<file path="config.mk">
export PLATFORM = sky130hd
export DESIGN_NAME = micro_op_sequencer
export DESIGN_NICKNAME = d
export VERILOG_FILES = /design/src/rtl/micro_op_sequencer_pkg.sv /design/src/rtl/micro_op_sequencer_rom.sv /design/src/rtl/micro_op_sequencer.sv
export SDC_FILE = /design/constraint.sdc
export NUM_CORES = 1
export LEC_CHECK = 0
export CAP_MARGIN = 20
export CORE_ASPECT_RATIO = 2
export CORE_MARGIN = 8
export CORE_UTILIZATION = 30
export DETAILED_ROUTE_END_ITERATION = 7
export GPL_TIMING_DRIVEN = 0
export PLACE_DENSITY = 0.61
export SYNTH_ARGS = -nofsm -noshare
export SYNTH_HDL_FRONTEND = slang
export SYNTH_SLANG_ARGS = --single-unit
</file>
<file path="constraint.sdc">
create_clock -name clk -period 2.9 [get_ports clk]
set_input_delay 0.58 -clock clk [delete_from_list [all_inputs] [get_ports clk]]
set_output_delay 0.58 -clock clk [all_outputs]
set_load 0.05 [all_outputs]
</file>
<file path="src/rtl/micro_op_sequencer_pkg.sv">
// Shared operation codes, instruction opcode encodings and sequencer state
// for the micro-op sequencer and its decode ROM.
package micro_op_sequencer_pkg;

  localparam int unsigned OPC_W = 5;

  localparam logic [3:0] OPER_NOP            = 4'd0;
  localparam logic [3:0] OPER_READ_REGS      = 4'd1;
  localparam logic [3:0] OPER_ENABLE_ALU_RUN = 4'd2;
  localparam logic [3:0] OPER_WRITE_REG      = 4'd3;
  localparam logic [3:0] OPER_SET_PC         = 4'd4;
  localparam logic [3:0] OPER_READ_INST      = 4'd5;
  localparam logic [3:0] OPER_READ_MEM       = 4'd6;
  localparam logic [3:0] OPER_WRITE_MEM      = 4'd7;
  localparam logic [3:0] OPER_PUSH_TO_STACK  = 4'd8;
  localparam logic [3:0] OPER_POP_FROM_STACK = 4'd9;
  localparam logic [3:0] OPER_HALT           = 4'd10;
  localparam logic [3:0] OPER_ILLEGAL        = 4'd11;
  localparam logic [3:0] OPER_IRQ_ENTRY      = 4'd12;

  // Opcode lives in the top OPC_W bits of the instruction word.
  localparam logic [OPC_W-1:0] OP_ADD     = 5'd0;
  localparam logic [OPC_W-1:0] OP_RCL     = 5'd10;
  localparam logic [OPC_W-1:0] OP_JMP     = 5'd11;
  localparam logic [OPC_W-1:0] OP_JC      = 5'd13;
  localparam logic [OPC_W-1:0] OP_CMP     = 5'd14;
  localparam logic [OPC_W-1:0] OP_TEST    = 5'd15;
  localparam logic [OPC_W-1:0] OP_SETC    = 5'd16;
  localparam logic [OPC_W-1:0] OP_CLC     = 5'd17;
  localparam logic [OPC_W-1:0] OP_LDIL    = 5'd18;
  localparam logic [OPC_W-1:0] OP_SETADDH = 5'd21;
  localparam logic [OPC_W-1:0] OP_GETDATA = 5'd22;
  localparam logic [OPC_W-1:0] OP_SETDATA = 5'd23;
  localparam logic [OPC_W-1:0] OP_MOV     = 5'd24;
  localparam logic [OPC_W-1:0] OP_POP     = 5'd25;
  localparam logic [OPC_W-1:0] OP_PUSH    = 5'd26;
  localparam logic [OPC_W-1:0] OP_HALT    = 5'd27;

  typedef enum logic [1:0] {
    ST_IDLE   = 2'd0,
    ST_ISSUE  = 2'd1,
    ST_HALTED = 2'd2
  } seq_state_e;

endpackage

</file>
<file path="src/rtl/micro_op_sequencer_rom.sv">
// Combinational decode of an instruction word into its micro-op sequence,
// sequence length and illegal flag.
module micro_op_rom
  import micro_op_sequencer_pkg::*;
#(
  parameter int unsigned INSTR_W   = 16,
  parameter int unsigned OPER_W    = 4,
  parameter int unsigned MAX_STEPS = 4,
  parameter int unsigned LEN_W     = 3
) (
  input  logic [INSTR_W-1:0]                ir,
  output logic [MAX_STEPS-1:0][OPER_W-1:0]  codes,
  output logic [LEN_W-1:0]                  len,
  output logic                              illegal
);

  logic [OPC_W-1:0] opc;
  logic             unused_operand;

  assign opc            = ir[INSTR_W-1 -: OPC_W];
  assign unused_operand = ^ir[INSTR_W-OPC_W-1:0];

  always_comb begin
    for (int i = 0; i < int'(MAX_STEPS); i++) codes[i] = OPER_W'(OPER_NOP);
    len     = LEN_W'(1);
    illegal = 1'b0;
    case (opc) inside
      [OP_ADD:OP_RCL]: begin
        codes[0] = OPER_W'(OPER_READ_REGS);  codes[1] = OPER_W'(OPER_ENABLE_ALU_RUN);
        codes[2] = OPER_W'(OPER_WRITE_REG);  codes[3] = OPER_W'(OPER_READ_INST);
        len = LEN_W'(4);
      end
      [OP_JMP:OP_JC]: begin
        codes[0] = OPER_W'(OPER_READ_REGS);  codes[1] = OPER_W'(OPER_ENABLE_ALU_RUN);
        codes[2] = OPER_W'(OPER_SET_PC);     codes[3] = OPER_W'(OPER_READ_INST);
        len = LEN_W'(4);
      end
      OP_CMP, OP_TEST: begin
        codes[0] = OPER_W'(OPER_READ_REGS);  codes[1] = OPER_W'(OPER_ENABLE_ALU_RUN);
        codes[2] = OPER_W'(OPER_READ_INST);
        len = LEN_W'(3);
      end
      OP_SETC, OP_CLC: begin
        codes[0] = OPER_W'(OPER_ENABLE_ALU_RUN); codes[1] = OPER_W'(OPER_READ_INST);
        len = LEN_W'(2);
      end
      [OP_LDIL:OP_SETADDH]: begin
        codes[0] = OPER_W'(OPER_WRITE_REG);  codes[1] = OPER_W'(OPER_READ_INST);
        len = LEN_W'(2);
      end
      OP_GETDATA: begin
        codes[0] = OPER_W'(OPER_READ_REGS);  codes[1] = OPER_W'(OPER_READ_MEM);
        codes[2] = OPER_W'(OPER_WRITE_REG);  codes[3] = OPER_W'(OPER_READ_INST);
        len = LEN_W'(4);
      end
      OP_SETDATA: begin
        codes[0] = OPER_W'(OPER_READ_REGS);  codes[1] = OPER_W'(OPER_WRITE_MEM);
        codes[2] = OPER_W'(OPER_READ_INST);
        len = LEN_W'(3);
      end
      OP_MOV: begin
        codes[0] = OPER_W'(OPER_READ_REGS);  codes[1] = OPER_W'(OPER_WRITE_REG);
        codes[2] = OPER_W'(OPER_READ_INST);
        len = LEN_W'(3);
      end
      OP_POP: begin
        codes[0] = OPER_W'(OPER_READ_REGS);  codes[1] = OPER_W'(OPER_POP_FROM_STACK);
        codes[2] = OPER_W'(OPER_WRITE_REG);  codes[3] = OPER_W'(OPER_READ_INST);
        len = LEN_W'(4);
      end
      OP_PUSH: begin
        codes[0] = OPER_W'(OPER_READ_REGS);  codes[1] = OPER_W'(OPER_PUSH_TO_STACK);
        codes[2] = OPER_W'(OPER_READ_INST);
        len = LEN_W'(3);
      end
      OP_HALT: codes[0] = OPER_W'(OPER_HALT);
      default: begin
        codes[0] = OPER_W'(OPER_ILLEGAL);
        illegal  = 1'b1;
      end
    endcase
  end

endmodule

</file>
<file path="src/rtl/micro_op_sequencer.sv">
// Expands accepted instruction words into micro-op sequences issued under a
// valid/ack handshake. Optional interrupt entry sequence under SEQ_IRQ_EN.
module micro_op_sequencer
  import micro_op_sequencer_pkg::*;
#(
  parameter int unsigned INSTR_W   = 16,
  parameter int unsigned OPER_W    = 4,
  parameter int unsigned MAX_STEPS = 4,
  parameter int unsigned STEP_W    = $clog2(MAX_STEPS)
) (
  input  logic               clk,
  input  logic               rst_n,
  input  logic [INSTR_W-1:0] ir,
  input  logic               ir_valid,
  output logic               ir_ready,
  output logic [OPER_W-1:0]  oper_code,
  output logic               oper_valid,
  input  logic               oper_ack,
  output logic [STEP_W-1:0]  step,
  output logic               last_step,
  input  logic               flush,
  input  logic               resume,
  output logic               busy,
  output logic               halted,
  output logic               illegal,
  input  logic               irq,
  output logic               irq_ack
);

  localparam int unsigned LEN_W = STEP_W + 1;

  seq_state_e                        state, state_n;
  logic [MAX_STEPS-1:0][OPER_W-1:0]  codes_q, codes_n, rom_codes;
  logic [STEP_W-1:0]                 last_q, last_n, step_n;
  logic                              ill_q, ill_n;
  logic [LEN_W-1:0]                  rom_len;
  logic                              rom_illegal;
  logic                              ready_q, ready_n;
  logic [OPER_W-1:0]                 code_n;
  logic                              valid_n, last_step_n, busy_n, halted_n, illegal_n, irq_take;

  micro_op_rom #(
    .INSTR_W  (INSTR_W),
    .OPER_W   (OPER_W),
    .MAX_STEPS(MAX_STEPS),
    .LEN_W    (LEN_W)
  ) u_rom (
    .ir     (ir),
    .codes  (rom_codes),
    .len    (rom_len),
    .illegal(rom_illegal)
  );

`ifdef SEQ_IRQ_EN
  // A pending interrupt withholds acceptance in the same cycle.
  assign ir_ready = ready_q & ~irq;
`else
  logic unused_irq;
  assign unused_irq = irq;
  assign ir_ready   = ready_q;
`endif

  always_ff @(posedge clk) begin
    if (!rst_n) begin
      state      <= ST_IDLE;
      codes_q    <= '0;
      last_q     <= '0;
      ill_q      <= 1'b0;
      step       <= '0;
      oper_code  <= OPER_W'(OPER_NOP);
      oper_valid <= 1'b0;
      last_step  <= 1'b0;
      busy       <= 1'b0;
      halted     <= 1'b0;
      illegal    <= 1'b0;
      irq_ack    <= 1'b0;
      ready_q    <= 1'b1;
    end else begin
      state      <= state_n;
      codes_q    <= codes_n;
      last_q     <= last_n;
      ill_q      <= ill_n;
      step       <= step_n;
      oper_code  <= code_n;
      oper_valid <= valid_n;
      last_step  <= last_step_n;
      busy       <= busy_n;
      halted     <= halted_n;
      illegal    <= illegal_n;
      irq_ack    <= irq_take;
      ready_q    <= ready_n;
    end
  end

  always_comb begin
    state_n  = state;
    codes_n  = codes_q;
    last_n   = last_q;
    ill_n    = ill_q;
    step_n   = step;
    irq_take = 1'b0;
    case (state)
      ST_IDLE: begin
`ifdef SEQ_IRQ_EN
        if (irq) begin
          for (int i = 0; i < int'(MAX_STEPS); i++) codes_n[i] = OPER_W'(OPER_NOP);
          codes_n[0] = OPER_W'(OPER_PUSH_TO_STACK);
          codes_n[1] = OPER_W'(OPER_IRQ_ENTRY);
          codes_n[2] = OPER_W'(OPER_READ_INST);
          last_n     = STEP_W'(2);
          ill_n      = 1'b0;
          step_n     = '0;
          irq_take   = 1'b1;
          state_n    = ST_ISSUE;
        end else
`endif
        if (ir_valid) begin
          codes_n = rom_codes;
          last_n  = STEP_W'(rom_len - LEN_W'(1));
          ill_n   = rom_illegal;
          step_n  = '0;
          state_n = ST_ISSUE;
        end
      end
      ST_ISSUE: begin
        if (flush) begin
          step_n  = '0;
          state_n = ST_IDLE;
        end else if (oper_ack) begin
          if (last_step) begin
            step_n  = '0;
            state_n = (oper_code == OPER_W'(OPER_HALT)) ? ST_HALTED : ST_IDLE;
          end else begin
            step_n = STEP_W'(step + 1'b1);
          end
        end
      end
      ST_HALTED: if (resume) state_n = ST_IDLE;
      default:   state_n = ST_IDLE;
    endcase

    // Registered outputs follow the state being entered.
    code_n      = OPER_W'(OPER_NOP);
    valid_n     = 1'b0;
    last_step_n = 1'b0;
    busy_n      = 1'b0;
    halted_n    = 1'b0;
    illegal_n   = 1'b0;
    ready_n     = 1'b0;
    case (state_n)
      ST_IDLE:   ready_n = 1'b1;
      ST_ISSUE: begin
        code_n      = codes_n[step_n];
        valid_n     = 1'b1;
        busy_n      = 1'b1;
        last_step_n = (step_n == last_n);
        illegal_n   = ill_n;
      end
      ST_HALTED: halted_n = 1'b1;
      default:   ready_n = 1'b0;
    endcase
  end

endmodule
</file>
==> results of run 1 <==
==> critical path: cells and delay by family <==
family	cells	cell delay, ps
AND/OR/NAND/NOR	1	250
AO/OA/AOI/OAI	3	520
multiplexers	1	380
buffers and inverters	2	840
==> layer usage <==
metal | up-vias | part of all wire [%]
met4 | 0 | 5.4
met2 | 43 | 53
met1 | 602 | 36
li1 | 674 | -
met3 | 11 | 6.3
met5 | - | 0
==> registers in the layout, summed over array words and instances (netlist names) <==
register,flops
last_q,2
busy,1
codes_q,16
halted,1
last_step,1
ir_ready,1
illegal,1
oper_code,4
ill_q,1
step,2
state,2
==> how the worst max path moves through the flow <==
| stage | slack (ps) | cells past startpoint | to | startpoint |
|---|---|---|---|---|
| final | 530 | 7 | oper_code[0] | oper_ack |
| after global routing | 390 | 7 | oper_code[0] | oper_ack |
| after CTS | 510 | 7 | oper_code[0] | oper_ack |
| after detailed placement | 200 | 7 | oper_code[0] | oper_ack |
| after global placement | 230 | 7 | oper_code[0] | oper_ack |
| after floorplan | 980 | 6 | oper_code[0] | step[0] |
==> cell usage after synthesis, types with 2 or more instances <==
cell type | number | area share, %
and3_1 | 6 | 2.5
nor4bb_1 | 2 | 1.3
nand3_1 | 6 | 2.0
clkbuf_1 | 8 | 2.0
xnor2_1 | 3 | 1.7
mux2i_1 | 6 | 3.9
o22ai_1 | 5 | 2.1
a21oi_1 | 17 | 5.6
mux2_2 | 3 | 2.2
nand2_1 | 15 | 3.7
nand3b_1 | 2 | 0.98
o21ai_0 | 7 | 2.3
buf_4 | 4 | 2.0
a32oi_1 | 2 | 1.1
dfxtp_1 | 32 | 42
o41ai_1 | 2 | 1.1
nor2b_1 | 3 | 1.2
inv_1 | 5 | 1.2
nor2_1 | 21 | 5.2
nor3b_1 | 2 | 0.98
buf_2 | 2 | 0.66
and2_1 | 4 | 1.6
==> power by group <==
part	switching, uW	internal (uW)
clock	172	254
combinational	106	69.5
sequential	9.80	459
total	288	783
==> through the flow <==
| step | cells | hold slack (ps) | worst slack [ps] | total power (uW) |
|---|---|---|---|---|
| 2_1_floorplan | 178 | 431.6 | 978.5 | 602.0 |
| 3_3_place_gp | 254 | 443.6 | 231.2 | 655.5 |
| 5_1_grt | 262 | 494.2 | 392.1 | 1118 |
| 4_1_cts | 262 | 453.3 | 507.5 | 1077 |
| 3_5_place_dp | 254 | 447.0 | 198.5 | 655.6 |
| 6_report | 262 | 453.1 | 530.2 | 1071 |
==> area by class of cell <==
type	count	area [um2]
buffer	15	81.33
clock buffer	5	68.82
clock inverter	3	42.54
fill	508	2968
inverter	5	18.77
multi-input combinational	126	783.3
sequential	32	640.6
tap	57	71.32
timing repair buffer	19	190.2
==> cell families (layout without fill, tap and decap cells) <==
group	after synthesis	after routing	synth area share [%]
muxes	9	9	6.158
AOI/OAI and AO/OA	42	42	18.56
DFF	32	32	42.04
other	1	1	0.2461
xor gates and xnor gates	3	3	1.724
buffers and inverters	20	47	6.568
and+or+nand+nor	71	71	24.71
==> metrics, run 1 <==
Main synth FF type dfxtp_1; post-CTS setup buffers 0; Syn Inst Count about 180; Yosys reg bits 32; GRT overflow 0; H-tree levels 2; DIE HEIGHT 116.8 um; Final #Nets between 200 and 250; Die X ~66 um; Max VDD drop 417.8 uV; critical-path cell list clkdlybuf4s50_1, nor4b_1, a21oi_1, o31ai_1, buf_4, mux2_2, o22ai_1; Fin. Hold Viols 0; r2r startpoint state[1]; worst hold start codes_q[6]; # hold bufs at CTS 0; yosys warns 0; Worst Hold Depth 2; P&R area growth vs syn 24.47%; hpwl dp 2911 um; routed via count about 1,300; Worst Path Required approximately 3100 ps; Routed WL per cell 14.27 um; Layout Cell Area excl Fill 1897 um2; vias in the first global route roughly 1,400; number of clock sinks 32; initial DRC count between 60 and 70; Clock Tree Root clkbuf_8; Reg clk slew, reported paths 70 ps; status finished clean; final core utilization between 30% and 40%; CTS tree built; R2R Setup Slk 960 ps; Detailed Routing Iterations Pass 1 4; Setup crit start kind input port; CP peak stage delay around 570 ps; Via density roughly 5.1; unrepaired setup endpoints after global routing no; ANT nets after route 0; slowest CP cell clkdlybuf4s50_1; Min-Delay Endpoint codes_q[6]; most common library cell in the layout ignoring fill and taps dfxtp_1; drc violations 0; antenna fix cells 0; Initial Utilization a little under a third; Max Freq approximately 420 MHz; Power Dens Cells between 500 and 600 nW/um2; Post-synth EDFFs 0; crit path DAT 2580 ps; Final min period approximately 2400 ps; Yosys cell types 43; dpl cell area ~1800 um2; Clock Latency Late Sink between 200 and 300 ps; cts bufs inserted 5; M3 GR Usage approximately 3.1%; busiest grt layer met2; Async SR Flop Fraction 0%; Mapped Nets between 200 and 250; met2 usage 19.57%; final worst path period share around 82%; io pins 36; # setup viols final 0; first-pass GRT wire length around 6400 um; most frequent cells in the layout dfxtp_1 (32), nor2_1 (21), clkdlybuf4s50_1 (19), a21oi_1 (17), nand2_1 (15); GP Congestion about 0.85; I/O Buffers 19; Std-Cell Rows 36; Worst-Margin Slew 585.5 ps; initial antenna violation count 0; Slew Limit Fails 0; PostCTS Resize Cnt 0; Crit Path Max Fanout 10; drt total wl approximately 3700 um; sequential share of the synthesized area between 40% and 50%; core area 4865 um2; Setup crit end kind flip-flop; critical path class in2reg; Static Leak ~0.0007 uW; routing usage on met1 under 10%; max_slew headroom 60.88%; total die area around 7800 um2; Avg Inst Size Synth between 8 and 9 um2; Post-Syn Area 1524 um2; maxcap violations 0; R2R cell count 6; fraction of layout cells with a size suffix above 1 11.71%; Hold Crit Class reg2reg; GR Util All Layers approximately 11%; reg-to-reg endpoint oper_code[0]; largest net degree at the start of global routing 12; total negative slack 0 ps; clock buffer depth 2; Clock Skew around 5.2 ps
Note: power is estimated with default switching activity, not from simulation.
==> run 2: changes to the inputs <==
- clock period: 2.9 -> 2.3 ns (I/O delays scaled with it)
==> run 2 against run 1 <==
Register-to-register slack worse by 550 ps. Combinational power increased by 27%. Final cell count unchanged. Sequential power increased by 26%. Cell area up 0.26%. Global-route usage did not move. Clock skew is 0.77 ps lower. Wire length rose by 1.7%. Sequential cell count stayed put.
==> metrics, run 2 (synthesis results as in run 1) <==
status finished clean; Clock Latency Late Sink 290 ps (about the same); Reg clk slew, reported paths 70 ps (about the same); largest net degree at the start of global routing 12 (unchanged); antenna fix cells 0 (unchanged); first-pass GRT wire length 6354 um (unchanged); crit path DAT 2420 ps (-160 ps); most frequent cells in the layout dfxtp_1 (32), nor2_1 (21), clkdlybuf4s50_1 (19), a21oi_1 (17), nand2_1 (15); Final min period approximately 2200 ps; initial DRC count 55 (-18%); Via density 5.084 (+0.15%); CTS tree built; Slew Limit Fails 0 (unchanged); hpwl dp 2911 um (unchanged); worst hold start codes_q[6]; GR Util All Layers 10.91% (unchanged); Crit Path Max Fanout 10 (unchanged); R2R cell count 6 (unchanged); total die area 7755 um2 (unchanged); Max VDD drop 526.9 uV (+26%); placed cell count 254 (unchanged); fraction of layout cells with a size suffix above 1 12.20% (+0.49 points); Worst-Margin Slew 563.2 ps (-22.30 ps); total power 1352 uW (+26%); GP Congestion 0.8500 (unchanged); critical path class in2reg; maxcap violations 0 (unchanged); Routed WL per cell 14.51 um (+1.7%); clock buffer depth 2 (unchanged); initial antenna violation count 0 (unchanged); GRT overflow 0 (unchanged); Setup crit start kind input port; final core utilization 39.09% (+0.10 points); Finished Layout Cells 262 (unchanged); Layout Cell Area excl Fill 1902 um2 (+0.26%); max FFs per register 16 (unchanged); cts bufs inserted 5 (unchanged); r2r startpoint state[1]; Worst Hold Depth 2 (unchanged); core area 4865 um2 (unchanged); Detailed Routing Iterations Pass 1 4 (unchanged); Fin. Hold Viols 0 (unchanged); # hold bufs at CTS 0 (unchanged); Min-Delay Endpoint codes_q[6]; drt total wl 3802 um (+1.7%); DIE HEIGHT 116.8 um (unchanged); vias in the first global route 1,373 (unchanged); I/O Buffers 19 (unchanged); Setup crit end kind flip-flop; Hold WS 452.2 ps (-0.9140 ps); ANT nets after route 0 (unchanged); Final #Nets 227 (unchanged); # setup viols final 0 (unchanged); Biggest register codes_q; most common library cell in the layout ignoring fill and taps dfxtp_1; Top Registers codes_q x16, oper_code x4; R2R Setup Slk 410 ps (-550 ps); Std-Cell Rows 36 (unchanged); Worst Path Required 2510 ps (-600 ps); io pins 36 (unchanged); Die X 66.40 um (unchanged); Static Leak 0.0007013 uW (+0.28%); post-CTS setup buffers 0 (unchanged); max_slew headroom 62.37% (+1.5 points); Max Freq between 400 and 500 MHz; P&R area growth vs syn 24.79%; drc violations 0 (unchanged); Clock Skew 4.441 ps (-0.7675 ps); Hold Crit Class reg2reg; reg-to-reg endpoint oper_code[0]; Initial Utilization 31.33% (unchanged); number of clock sinks 32 (unchanged); Power Dens Cells 710.7 nW/um2 (+26%); dpl cell area 1785 um2 (unchanged); final worst path period share a little over nine tenths; Clock Tree Root clkbuf_8; routed via count 1,332 (+0.15%); H-tree levels 2 (unchanged)
[run 2: layout make-up]
cell class | count | area, um2
Fill cell | 509 | 2963
Inverter | 5 | 18.77
Timing Repair Buffer | 19 | 190.2
Buffer | 15 | 81.33
Multi-Input combinational cell | 126 | 788.3
Sequential cell | 32 | 640.6
Tap cell | 57 | 71.32
Clock buffer | 5 | 68.82
Clock inverter | 3 | 42.54
[run 2: how the worst max path moves through the flow]
stage                  start      endpoint  slack (ps)  cells after the start
floorplan            step[0]  oper_code[0]         380                      6
global placement    oper_ack  oper_code[0]        -250                      7
detailed placement  oper_ack  oper_code[0]        -280                      7
CTS                 oper_ack  oper_code[0]          30                      7
global route        oper_ack  oper_code[0]         -40                      7
finish              oper_ack  oper_code[0]         100                      7
[run 2: report_power, final]
part	internal, uW	switching [uW]	leakage (uW)
Combinational	87.9	135	0.000386
Sequential	579	12.4	0.000261
Clock	320	216	0.0000541
[run 2: metal layers]
| metal | track usage [%] | vias up | routed length [um] |
|---|---|---|---|
| met4 | 9.326 | 0 | 204 |
| met3 | 3.146 | 11 | 217 |
| met2 | 19.57 | 35 | 2009 |
| met1 | 9.424 | 613 | 1371 |
| met5 | 0 | - | 0 |
| li1 | - | 673 | - |
[run 2: repair_timing]
item	4_1_cts	5_1_grt
hold endpoints to repair	0	0
setup endpoints to repair	0	1
resized for setup	0	1
[run 2: critical path, stage by stage]
cell and delay, ps:
clkdlybuf4s50_1 570, nor4b_1 250, a21oi_1 90, o31ai_2 240, buf_4 260, mux2_2 380
o22ai_1 160
[run 2: through the flow]
step	setup TNS [ps]	setup slack, ps
after floorplan	0	378.5
after detailed placement	-908.7	-281.5
after global routing	-36.75	-36.75
final	0	95.64
after CTS	0	27.49
after global placement	-838.7	-248.8
==> run 3: changes to the inputs <==
- ABC_AREA: not set -> 0
==> results of run 3 <==
The final DEF is identical to that of run 2; final timing and power are the same.
